[config.mk]
export PLATFORM = sky130hd
export DESIGN_NAME = ifetch_unit
export DESIGN_NICKNAME = d
export VERILOG_FILES = /design/src/rtl/ifetch_unit_pkg.sv /design/src/rtl/ifetch_hold_buf.sv /design/src/rtl/ifetch_unit.sv
export SDC_FILE = /design/constraint.sdc
export NUM_CORES = 1
export LEC_CHECK = 0
export CORE_MARGIN = 1
export CORE_UTILIZATION = 45
export CTS_BUF_LIST = sky130_fd_sc_hd__clkbuf_4 sky130_fd_sc_hd__clkbuf_8 sky130_fd_sc_hd__clkbuf_16
export CTS_CLUSTER_SIZE = 25
export DETAILED_ROUTE_END_ITERATION = 6
export HOLD_SLACK_MARGIN = 0.08
export MAX_ROUTING_LAYER = met4
export PLACE_DENSITY = 0.76
export SLEW_MARGIN = 30
export SYNTH_ARGS = -nofsm -noshare
export SYNTH_HDL_FRONTEND = slang
export SYNTH_SLANG_ARGS = --single-unit
export TNS_END_PERCENT = 1
[constraint.sdc]
create_clock -name clk_i -period 2.02 [get_ports clk_i]
set_input_delay 0.202 -clock clk_i [delete_from_list [all_inputs] [get_ports clk_i]]
set_output_delay 0.202 -clock clk_i [all_outputs]
set_load 0.05 [all_outputs]
[src/rtl/ifetch_unit_pkg.sv]
`default_nettype none
// +-----------------------------------------------------------------+
// | ifetch_unit_pkg : shared types and constants for the fetch unit |
// | Revision 1.0                                                    |
// +-----------------------------------------------------------------+
package ifetch_unit_pkg;

  typedef enum logic [1:0] {
    ST_IDLE  = 2'd0,
    ST_ISSUE = 2'd1,
    ST_FETCH = 2'd2,
    ST_HOLD  = 2'd3
  } fetch_state_e;

  localparam logic [31:0] NOP_INST_DEFAULT = 32'h0000_0000;

endpackage
`default_nettype wire

[src/rtl/ifetch_hold_buf.sv]
`default_nettype none
// +-----------------------------------------------------------------+
// | ifetch_hold_buf : one-entry {valid, addr, data} stall buffer    |
// | Revision 1.0                                                    |
// +-----------------------------------------------------------------+
module ifetch_hold_buf
  import ifetch_unit_pkg::*;
#(
  parameter int ADDR_W = 32,
  parameter int DATA_W = 32
) (
  input  logic              clk_i,
  input  logic              rst_i,
  input  logic              load,
  input  logic              clear,
  input  logic [ADDR_W-1:0] load_addr,
  input  logic [DATA_W-1:0] load_data,
  output logic              valid,
  output logic [ADDR_W-1:0] addr,
  output logic [DATA_W-1:0] data
);

  always_ff @(posedge clk_i or negedge rst_i) begin
    if (!rst_i) begin
      valid <= 1'b0;
      addr  <= '0;
      data  <= '0;
    end else if (clear) begin
      valid <= 1'b0;
    end else if (load) begin
      valid <= 1'b1;
      addr  <= load_addr;
      data  <= load_data;
    end
  end

endmodule
`default_nettype wire

[src/rtl/ifetch_unit.sv]
`default_nettype none
// +-----------------------------------------------------------------+
// | ifetch_unit : req/ack instruction fetch sequencer feeding IF/ID |
// | Revision 1.0                                                    |
// +-----------------------------------------------------------------+
module ifetch_unit
  import ifetch_unit_pkg::*;
#(
  parameter int                ADDR_W   = 32,
  parameter int                DATA_W   = 32,
  parameter logic [DATA_W-1:0] NOP_INST = DATA_W'(NOP_INST_DEFAULT)
) (
  input  logic              clk_i,
  input  logic              rst_i,
  input  logic              start_i,
  input  logic [ADDR_W-1:0] pc_i,
  input  logic              stall_i,
  input  logic              flush_i,
  output logic              pcwrite_o,
  output logic              mem_req_o,
  output logic [ADDR_W-1:0] mem_addr_o,
  input  logic              mem_ack_i,
  input  logic [DATA_W-1:0] mem_data_i,
  output logic [DATA_W-1:0] inst_o,
  output logic [ADDR_W-1:0] inst_pc_o,
  output logic              inst_valid_o
);

  fetch_state_e      state, state_nxt;
  logic [ADDR_W-1:0] addr_q;
  logic              squash_q, squash_nxt;
  logic              buf_load, buf_clear, buf_valid;
  logic [ADDR_W-1:0] buf_addr;
  logic [DATA_W-1:0] buf_data;
  logic              deliver;
  logic [ADDR_W-1:0] dlv_addr;
  logic [DATA_W-1:0] dlv_data;

  ifetch_hold_buf #(
    .ADDR_W (ADDR_W),
    .DATA_W (DATA_W)
  ) u_hold_buf (
    .clk_i     (clk_i),
    .rst_i     (rst_i),
    .load      (buf_load),
    .clear     (buf_clear),
    .load_addr (addr_q),
    .load_data (mem_data_i),
    .valid     (buf_valid),
    .addr      (buf_addr),
    .data      (buf_data)
  );

  always_ff @(posedge clk_i or negedge rst_i) begin
    if (!rst_i) begin
      state    <= ST_IDLE;
      squash_q <= 1'b0;
    end else begin
      state    <= state_nxt;
      squash_q <= squash_nxt;
    end
  end

  always_comb begin
    state_nxt  = state;
    squash_nxt = squash_q;
    buf_load   = 1'b0;
    buf_clear  = 1'b0;
    deliver    = 1'b0;
    dlv_addr   = buf_addr;
    dlv_data   = buf_data;
    mem_req_o  = 1'b0;
    case (state)
      ST_IDLE: begin
        if (start_i) state_nxt = ST_ISSUE;
      end
      // A flush here means pc_i has not yet picked up the branch target.
      ST_ISSUE: begin
        if (flush_i)       state_nxt = ST_ISSUE;
        else if (!start_i) state_nxt = ST_IDLE;
        else               state_nxt = ST_FETCH;
      end
      ST_FETCH: begin
        mem_req_o = 1'b1;
        if (mem_ack_i) begin
          state_nxt = ST_ISSUE;
          if (squash_q || flush_i) begin
            squash_nxt = 1'b0;
          end else if (!stall_i) begin
            deliver  = 1'b1;
            dlv_addr = addr_q;
            dlv_data = mem_data_i;
          end else begin
            buf_load  = 1'b1;
            state_nxt = ST_HOLD;
          end
        end else if (flush_i) begin
          squash_nxt = 1'b1;
        end
      end
      ST_HOLD: begin
        if (flush_i) begin
          buf_clear = 1'b1;
          state_nxt = ST_ISSUE;
        end else if (!stall_i) begin
          deliver   = buf_valid;
          buf_clear = 1'b1;
          state_nxt = ST_ISSUE;
        end
      end
      default: state_nxt = ST_IDLE;
    endcase
  end

  assign pcwrite_o  = flush_i | deliver;
  assign mem_addr_o = addr_q;

  always_ff @(posedge clk_i or negedge rst_i) begin
    if (!rst_i) begin
      addr_q <= '0;
    end else if (state == ST_ISSUE) begin
      addr_q <= pc_i;
    end
  end

  // Flush beats deliver, deliver beats stall; an idle unstalled cycle is a bubble.
  always_ff @(posedge clk_i or negedge rst_i) begin
    if (!rst_i) begin
      inst_o       <= NOP_INST;
      inst_pc_o    <= '0;
      inst_valid_o <= 1'b0;
    end else if (flush_i) begin
      inst_valid_o <= 1'b0;
    end else if (deliver) begin
      inst_o       <= dlv_data;
      inst_pc_o    <= dlv_addr;
      inst_valid_o <= 1'b1;
    end else if (!stall_i) begin
      inst_valid_o <= 1'b0;
    end
  end

endmodule
`default_nettype wire

# Yosys cells after proc, flatten, opt, wreduce, memory -nomap -nowiden
# Cells that the tools add are included.
# Widths: inputs -> output; s select.
dict set report totals {
  register_bits 165
  latchBits 0
  mem_bits_rw 0
  romBits 0
  input_bits 70
  wordCells 66
  n_memories 0
}
dict set report op_classes {
  addsub 0
  mul 0
  n_div 0
  n_lt_le_gt_ge 0
  n_eq_ne 8
  shifts 0
  mux 38
  n_bitwise 3
  reduce_logical 8
}
# op n
set op_table {}
lappend op_table {{$mux 32} 8}
lappend op_table {{$mux 1} 20}
lappend op_table {{$mux 2} 8}
lappend op_table {{$pmux 2 s4} 1}
lappend op_table {{$reduce_and 3->1} 2}
lappend op_table {{$eq 2x2->1 const B} 2}
lappend op_table {{$ne 2x2->1 const B} 2}
lappend op_table {{$reduce_and 2->1} 2}
lappend op_table {{$reduce_bool 2->1} 2}
lappend op_table {{$ne 3x1->1 const B} 1}
lappend op_table {{$ne 3x3->1 const B} 1}
lappend op_table {{$eq 2x1->1 const B} 1}
lappend op_table {{$logic_not 2->1} 1}
lappend op_table {{$ne 2x1->1 const B} 1}
lappend op_table {{$not 1->1} 2}
lappend op_table {{$pmux 1 s2} 1}
lappend op_table {{$logic_or 1x1->1} 1}
lappend op_table {{$or 1x1->1} 1}

# Depth between registers and ports, before layout
# Gate-level depths: netlist of run 1.
dict set report logic_depth {
  depth_word 6
  ltp_mapped 7
  depth_no_buf 5
}

# Cells and area by module
# From an unflattened synthesis of run 1, not the netlist that was laid out.
dict set report unflattened {
  cells_unflattened 444
  area_unflattened_um2 7507.2
}
# module n_inst cells_each area_each_um2 seq_area_each_um2
set modules_own_cells {}
lappend modules_own_cells {ifetch_unit 1 305 4773.3 2502.4}
lappend modules_own_cells {ifetch_hold_buf 1 139 2733.9 1626.6}

# Least setup slack after synthesis of run 1
# No wires, ideal clock.
dict set report synth_timing {
  path_type {reg2reg}
  from {register state[0]}
  to {register inst_o[0]}
  arrival_ps 2220
  t_required_ps 1895
  slack_ps -325
  path_stages_with_launch 8
  n_path_buf 2
  synth_period_minus_slack_ps 2345
  cell_sequence {dfrtp_1 inv_1 ha_1 nand2_1 or4_4 buf_8 buf_12 mux2_4}
}
dict set report synth_between {
  elab_chain_len 3
  word_cells_on_any_way 5
}
# element line_no
set synth_rtl {}
lappend synth_rtl {{start, declared} ifetch_unit.sv:29} ;# fetch_state_e state, state_nxt;
lappend synth_rtl {{start signal, assigned} ifetch_unit.sv:59} ;# state <= state_nxt;
lappend synth_rtl {{$eq 2x2->1} ifetch_unit.sv:73} ;# case (state)
lappend synth_rtl {{$pmux 1 s2} ifetch_unit.sv:73}
lappend synth_rtl {{$reduce_and 2->1 (no line)} n/a}
lappend synth_rtl {{end signal, assigned} ifetch_unit.sv:135} ;# inst_o <= dlv_data;
lappend synth_rtl {{end, declared} ifetch_unit.sv:24} ;# output logic [DATA_W-1:0] inst_o,
# Several ways; a longest one is shown, not always the timed one.
# A chain may end at the register's enable or synchronous reset.

# Worst setup path after layout of run 1
dict set report layout_timing {
  from {register state[0]}
  to {output pcwrite_o}
}
dict set report layout_between {
  elab_chain_len 3
  word_cells_on_any_way 4
}
# element line_no
set layout_rtl {}
lappend layout_rtl {{$eq 2x2->1} ifetch_unit.sv:73}
lappend layout_rtl {{$pmux 1 s2 (*)} ifetch_unit.sv:73}
lappend layout_rtl {{$or 1x1->1 (*)} ifetch_unit.sv:115} ;# assign pcwrite_o = flush_i | deliver;
lappend layout_rtl {{end, declared} ifetch_unit.sv:19} ;# output logic pcwrite_o,
# Every way passes the cells marked *; elsewhere a longest branch is shown, timed or not.

==> results of run 1 <==
-- registers in the layout (all words and copies together), names as in the netlist --
register	flops
state	2
u_hold_buf.data	32
u_hold_buf.valid	1
inst_pc_o	32
inst_valid_o	1
squash_q	1
inst_o	32
mem_addr_o	32
u_hold_buf.addr	32
-- worst min-delay path by stage --
stage,from,endpoint
floorplan,rst_i,inst_o[0]$_DFFE_PN0P_
global placement,rst_i,u_hold_buf.data[27]$_DFFE_PN0P_
detailed placement,rst_i,u_hold_buf.data[30]$_DFFE_PN0P_
CTS,rst_i,u_hold_buf.data[30]$_DFFE_PN0P_
global route,rst_i,u_hold_buf.data[30]$_DFFE_PN0P_
finish,rst_i,u_hold_buf.data[30]$_DFFE_PN0P_
-- kinds of logic after synthesis --
logic type               synth area share
flip-flops                          0.561
AO/OA/AOI/OAI                     0.00732
multiplexers                        0.376
adder cells (fa/ha/maj)           0.00681
AND/OR/NAND/NOR                    0.0129
buffers and inverters              0.0352
-- layout make-up --
cell class / count / area [µm²] / area share
Inverter: 4 / 15.0 / 0.00148
Tap cell: 216 / 270 / 0.0267
Clock inverter: 10 / 146 / 0.0145
Sequential cell: 165 / 4130 / 0.408
Clock buffer: 22 / 475 / 0.0470
Multi-Input combinational cell: 249 / 3000 / 0.297
Timing Repair Buffer: 201 / 2080 / 0.205
-- worst max-delay path, delay by kind of cell, from the launching register on --
family,cells,cell delay (ps)
buffers and inverters,2,300
flip-flops,1,400
AND/OR/NAND/NOR,2,540
adder cells (fa/ha/maj),1,200
-- cell usage after synthesis --
library cell               count
sky130_fd_sc_hd__buf_12        6
sky130_fd_sc_hd__ha_1          4
sky130_fd_sc_hd__nand2_1       3
sky130_fd_sc_hd__nor2b_1       1
sky130_fd_sc_hd__a21o_1        1
sky130_fd_sc_hd__mux2_4       60
sky130_fd_sc_hd__buf_2         9
sky130_fd_sc_hd__dfrtp_1     165
sky130_fd_sc_hd__clkbuf_1      4
sky130_fd_sc_hd__a221o_1       1
sky130_fd_sc_hd__nor4bb_4      1
sky130_fd_sc_hd__buf_6         1
sky130_fd_sc_hd__a211o_2       1
sky130_fd_sc_hd__inv_1         4
sky130_fd_sc_hd__and2b_2       1
sky130_fd_sc_hd__a211oi_1      1
sky130_fd_sc_hd__nor4_1        1
sky130_fd_sc_hd__nand3b_1      1
sky130_fd_sc_hd__buf_8         1
sky130_fd_sc_hd__or4_4         1
sky130_fd_sc_hd__nand2b_1      1
sky130_fd_sc_hd__nor3_1        1
sky130_fd_sc_hd__or3_2         1
sky130_fd_sc_hd__mux2i_1       2
sky130_fd_sc_hd__a211o_1       1
sky130_fd_sc_hd__a21oi_1       2
sky130_fd_sc_hd__buf_4         5
sky130_fd_sc_hd__mux2_2      164
-- placed cells by master (no fill, tap or decap), types with 2 or more instances in the layout --
cell type                         count
sky130_fd_sc_hd__clkinv_4             2
sky130_fd_sc_hd__clkbuf_4             3
sky130_fd_sc_hd__bufinv_16            3
sky130_fd_sc_hd__clkbuf_8             2
sky130_fd_sc_hd__dfrtp_1            165
sky130_fd_sc_hd__buf_4               23
sky130_fd_sc_hd__buf_12              10
sky130_fd_sc_hd__mux2_2             164
sky130_fd_sc_hd__clkbuf_16           17
sky130_fd_sc_hd__mux2_4              60
sky130_fd_sc_hd__a21oi_1              2
sky130_fd_sc_hd__nand2_1              2
sky130_fd_sc_hd__inv_1                4
sky130_fd_sc_hd__ha_2                 2
sky130_fd_sc_hd__mux2i_1              2
sky130_fd_sc_hd__clkdlybuf4s50_1    165
sky130_fd_sc_hd__clkinvlp_4           4
-- power groups by stage --
stage	Combinational, mW	Clock, mW	Sequential, mW
floorplan	2.55	0	8.69
global placement	8.04	0	5.69
detailed placement	8.21	0	5.79
CTS	8.26	3.47	5.76
global route	8.59	3.61	5.95
finish	8.21	3.38	5.74
-- per-layer routing --
metal | vias up | global-route usage
met4 | 0 | 0.0739
met2 | 107 | 0.345
met5 | - | -
met1 | 2231 | 0.244
li1 | 1981 | -
met3 | 17 | 0.0410
-- stage by stage --
stage	util	TNS [ps]	worst slack, ps
6_report	0.635	-31.7	-31.7
5_1_grt	0.635	-1560	-89.3
4_1_cts	0.633	-2660	-117
3_5_place_dp	0.589	-10110	-175
3_3_place_gp	0.589	-9840	-139
2_1_floorplan	-	0	6.85
-- what timing repair did --
item                       in CTS  in global routing
hold buffers                    1                  0
pin swaps                       1                  2
gates cloned                    1                  0
hold endpoints to repair       39                  0
gates resized for setup         3                  1
setup endpoints to repair       1                 65
setup buffers                   3                  5
==> results by group, run 1 <==
STA
  • Number of failing setup endpoints in the final timing report: 1
  • Count of final max-slew check failures: 0
  • Setup skew after layout: 7.78 ps
  • Hold Slack: 257 ps
  • Max-slew headroom: 0.633
  • Post-layout minimum cycle time: 2050 ps
  • Period utilization: 1.02
  • Crit path setup slack, layout: -31.7 ps
  • Worst Tran Pin Value: 549 ps
  • F_max: 487 MHz
  • Final hold viol count: 0
  • Unrepaired setup endpoints after global routing: yes

Run status
  • Failing checks: setup timing
  • Run status: complete, but fails checks

Clocking
  • H-tree depth: 4
  • Cell at the root of the clock tree: sky130_fd_sc_hd__clkbuf_16
  • Number of buffers created by CTS: 17
  • Clock net sink count: 165
  • Clock Pin Slew Worst Setup and Hold Paths: 70 ps
  • Clock insertion delay at the later pin of the skew report: 420 ps
  • Clock tree from TritonCTS: done
  • Clock buffer depth: 2

Drt
  • Iteration count of the initial detailed-routing pass: 4
  • DRC viols: 0
  • Overall routed net length: 15.4 mm
  • Post-Route M1 WL: 6.61 mm
  • Wire length on met3: 510 µm
  • Wire length on met2: 8.07 mm
  • Top Layer Used: met4
  • Via count normalized by instance count: 5.00
  • Antenna-violating nets left: 0
  • Number of vias after detailed routing: 4,336
  • Iteration-0 DRC Markers: 173
  • DR WL/cell: 17.8 µm

Synthesis
  • Cell count after synthesis: 444
  • Post-synth net total: 518
  • Cell area after synthesis: 7350 µm²
  • Biggest area consumer among synthesized cells: sky130_fd_sc_hd__dfrtp_1
  • Number of warnings issued by yosys: 0
  • Share of Yosys cell area claimed by the top area cell type: 0.561
  • Post-synthesis sequential area ratio: 0.561
  • Leading post-synthesis cells by cell area: sky130_fd_sc_hd__dfrtp_1 56%, sky130_fd_sc_hd__mux2_2 25%, sky130_fd_sc_hd__mux2_4 12%, sky130_fd_sc_hd__buf_12 1.6%, sky130_fd_sc_hd__ha_1 0.68%
  • Average cell area after synthesis: 16.6 µm²
  • Post-synthesis cell type count: 28
  • Total of flip-flops plus latches after synthesis: 165

Pwr
  • Proportion of power drawn by the clock network: 0.195
  • Relative contribution of sequential cells to total power: 0.331
  • Power density over cell area: 1710 nW/µm²
  • Switching power of the nets: 6.85 mW
  • Internal: 10.5 mW
  • Logic pwr share: 0.474
  • Static power due to leakage: 4.83 nW
  • Net switching fraction of the power: 0.395
  • Total power: 17.3 mW
  • Maximum VDD drop: 1090 µV

Worst setup path
  • Critical Path Fanout Max: 3
  • Capturing element of the worst setup path: pcwrite_o
  • Critical Setup Path Class: flop to output pin
  • Depth of the worst register-to-register path: 7
  • Crit path launch: state[0]$_DFFE_PN0P_
  • Critical path launch point type: flop
  • Setup crit end kind: output pin
  • Reg2Reg Setup Slack: 30 ps
  • Critical path data required time: 1820 ps
  • Destination of the worst register-to-register timing path: inst_pc_o[8]$_DFFE_PN0P_
  • CP max stage cell: sky130_fd_sc_hd__dfrtp_1
  • Reg-to-Reg Start: state[0]$_DFFE_PN0P_
  • Longest individual stage delay on the worst path: 400 ps
  • Arrival time at the worst endpoint: 1850 ps
  • Cells traversed along the worst timing path: ha_2 > nor4bb_4 > buf_4 > or3_4 > buf_12

Placed design
  • Routability congestion estimate: 0.720
  • Cell Area, Placed: 9380 µm²
  • DPL Wire Length: 10.3 mm
  • Total of buffers placed on input and output ports: 168
  • Number of placed instances with taps included: 826

Floorplanning
  • Chip Width: 130 µm
  • Die Y-Extent: 130 µm
  • Die Footprint: 16,900 µm²
  • Initial core utilization: 0.461
  • Cell Rows: 46
  • I/O pin count: 169
  • Total core area: 15,900 µm²

Global routing
  • Antenna violations before repair: 0
  • Number of global-route vias before repair: 4,781
  • Pin count of the biggest net entering global routing: 50
  • Global route overflow: 0
  • Wire length of the first global-routing pass: 25.2 mm
  • Total GRT Usage: 0.205

Final layout
  • Final cell count without fillers: 867
  • Number of antenna repair diodes: 0
  • Final instance area: 10,100 µm²
  • Area growth from synthesis to layout: 37.5%
  • Share of layout cells above drive strength 1: 0.464
  • Layout net count: 712
  • Number of fillers in the final layout: 1,137

Hold path
  • Tightest Hold Check Type: primary input to asynchronous set/reset pin

Flow run
  • Max-cap check violation count: 0
(Power assumes the default switching activity.)
==> inputs of run 2 (changes only) <==
CTS_CLUSTER_DIAMETER = 30   (was default)
SKIP_LAST_GASP = 1   (was default)
==> results by group, run 2 (synthesized netlist as in run 1, its figures left out) <==
Run status
  • Run status: complete, but fails checks
  • Failing checks: setup timing

Floorplanning
  • Total core area: 15,900 µm²
  • Initial core utilization: 0.461
  • Die Y-Extent: 130 µm
  • Die Footprint: 16,900 µm²
  • I/O pin count: 169
  • Chip Width: 130 µm
  • Cell Rows: 46

STA
  • Final hold viol count: 0
  • Unrepaired setup endpoints after global routing: yes
  • Max-slew headroom: 0.633
  • Setup skew after layout: 6.75 ps
  • Crit path setup slack, layout: -33.2 ps
  • F_max: 487 MHz
  • Number of failing setup endpoints in the final timing report: 1
  • Worst Tran Pin Value: 549 ps
  • Count of final max-slew check failures: 0
  • Post-layout minimum cycle time: 2050 ps
  • Period utilization: 1.02

Global routing
  • Number of global-route vias before repair: 4,781
  • Total GRT Usage: 0.205
  • Pin count of the biggest net entering global routing: 50
  • Wire length of the first global-routing pass: 25.2 mm
  • Antenna violations before repair: 0
  • Global route overflow: 0

Worst setup path
  • Critical path data required time: 1820 ps
  • Worst Path Buf+Inv: 2
  • Arrival time at the worst endpoint: 1850 ps
  • Critical Path Fanout Max: 3
  • Critical path launch point type: flop
  • Setup crit end kind: output pin
  • CP max stage cell: sky130_fd_sc_hd__dfrtp_1
  • CP top delay family: simple AND/OR/NAND/NOR gates
  • Depth of the worst register-to-register path: 7
  • Number of gates on the worst path with buffers counted: 5
  • Cells traversed along the worst timing path: ha_2 > nor4bb_4 > buf_4 > or3_4 > buf_12
  • Longest individual stage delay on the worst path: 400 ps
  • Critical Setup Path Class: flop to output pin
  • Reg2Reg Setup Slack: 30 ps

Drt
  • Iteration count of the initial detailed-routing pass: 4
  • Antenna-violating nets left: 0
  • Overall routed net length: 15.4 mm
  • Iteration-0 DRC Markers: 177
  • DRC viols: 0
  • DR WL/cell: 17.8 µm
  • Number of vias after detailed routing: 4,329
  • Via count normalized by instance count: 4.99

Final layout
  • Number of fillers in the final layout: 1,137
  • Final design utilization: 0.635
  • Leading cell types in the layout, fill and taps excluded: 165 x sky130_fd_sc_hd__clkdlybuf4s50_1, 165 x sky130_fd_sc_hd__dfrtp_1, 164 x sky130_fd_sc_hd__mux2_2
  • Area growth from synthesis to layout: 37.5%
  • Number of antenna repair diodes: 0
  • Share of layout cells above drive strength 1: 0.464
  • Final instance area: 10,100 µm²
  • Layout net count: 712

Placed design
  • Total of buffers placed on input and output ports: 168
  • Cell Area, Placed: 9380 µm²
  • DPL Wire Length: 10.3 mm
  • Routability congestion estimate: 0.720

Hold path
  • Tightest Hold Check Type: primary input to asynchronous set/reset pin

Clocking
  • Clock insertion delay at the later pin of the skew report: 420 ps
  • Number of buffers created by CTS: 17
  • H-tree depth: 4
  • Clock tree from TritonCTS: done
  • Clock net sink count: 165
  • Clock Pin Slew Worst Setup and Hold Paths: 70 ps
  • Cell at the root of the clock tree: sky130_fd_sc_hd__clkbuf_16
  • Clock buffer depth: 2

Flow run
  • Max-cap check violation count: 0

Pwr
  • Power density over cell area: 1710 nW/µm²
  • Maximum VDD drop: 1090 µV
  • Static power due to leakage: 4.83 nW
-- run 2: cell counts in the layout (fill, tap and decap cells not counted) --
Identical to the previous run, type by type.
-- run 2: what timing repair did --
action                     CTS  global route
pin swaps                    1             2
gates resized for setup      3             1
hold buffers                 1             0
setup endpoints to repair    1            65
hold endpoints to repair    39             0
gates cloned                 1             0
buffers inserted             3             5
-- run 2: final cells by class --
class	count	area [µm²]	share of cell area
clock inverters	10	146	0.0145
well taps	216	270	0.0267
repair buffers	201	2080	0.205
flip-flops and latches	165	4130	0.408
clock buffers	22	475	0.0470
inverters	4	15.0	0.00148
multi-input cells	249	3000	0.297
-- run 2: stage by stage --
stage | setup WS (ps) | hold slack [ps] | std cells | setup TNS (ps) | total power [mW]
detailed placement | -175 | 162 | 826 | -10110 | 14.0
finish | -33.2 | 257 | 867 | -33.2 | 17.3
global placement | -139 | 157 | 826 | -9840 | 13.7
CTS | -117 | 273 | 863 | -2660 | 17.5
global route | -89.3 | 305 | 867 | -1560 | 18.2
floorplan | 6.85 | -93.6 | 444 | 0 | 11.2
-- run 2: metal layers --
| metal | part of all wire | track usage |
|---|---|---|
| met5 | 0 | - |
| met4 | 0.015 | 0.0739 |
| met3 | 0.033 | 0.0410 |
| met2 | 0.52 | 0.345 |
| met1 | 0.43 | 0.244 |
-- run 2: where the power goes --
part	internal (mW)	switching (mW)	leakage [nW]
clock network	2.06	1.32	0.293
logic	3.65	4.56	2.34
registers	4.77	0.971	2.19
-- run 2: worst paths after layout --
check / start / end
setup / recovery: state[0]$_DFFE_PN0P_ / pcwrite_o
max in group asynchronous: rst_i / u_hold_buf.data[3]$_DFFE_PN0P_
hold reg to reg: u_hold_buf.valid$_DFFE_PN0P_ / u_hold_buf.valid$_DFFE_PN0P_
hold / removal: rst_i / u_hold_buf.data[30]$_DFFE_PN0P_
min in group clk_i: pc_i[4] / mem_addr_o[4]$_DFFE_PN0N_
setup reg to reg: state[0]$_DFFE_PN0P_ / inst_pc_o[8]$_DFFE_PN0P_
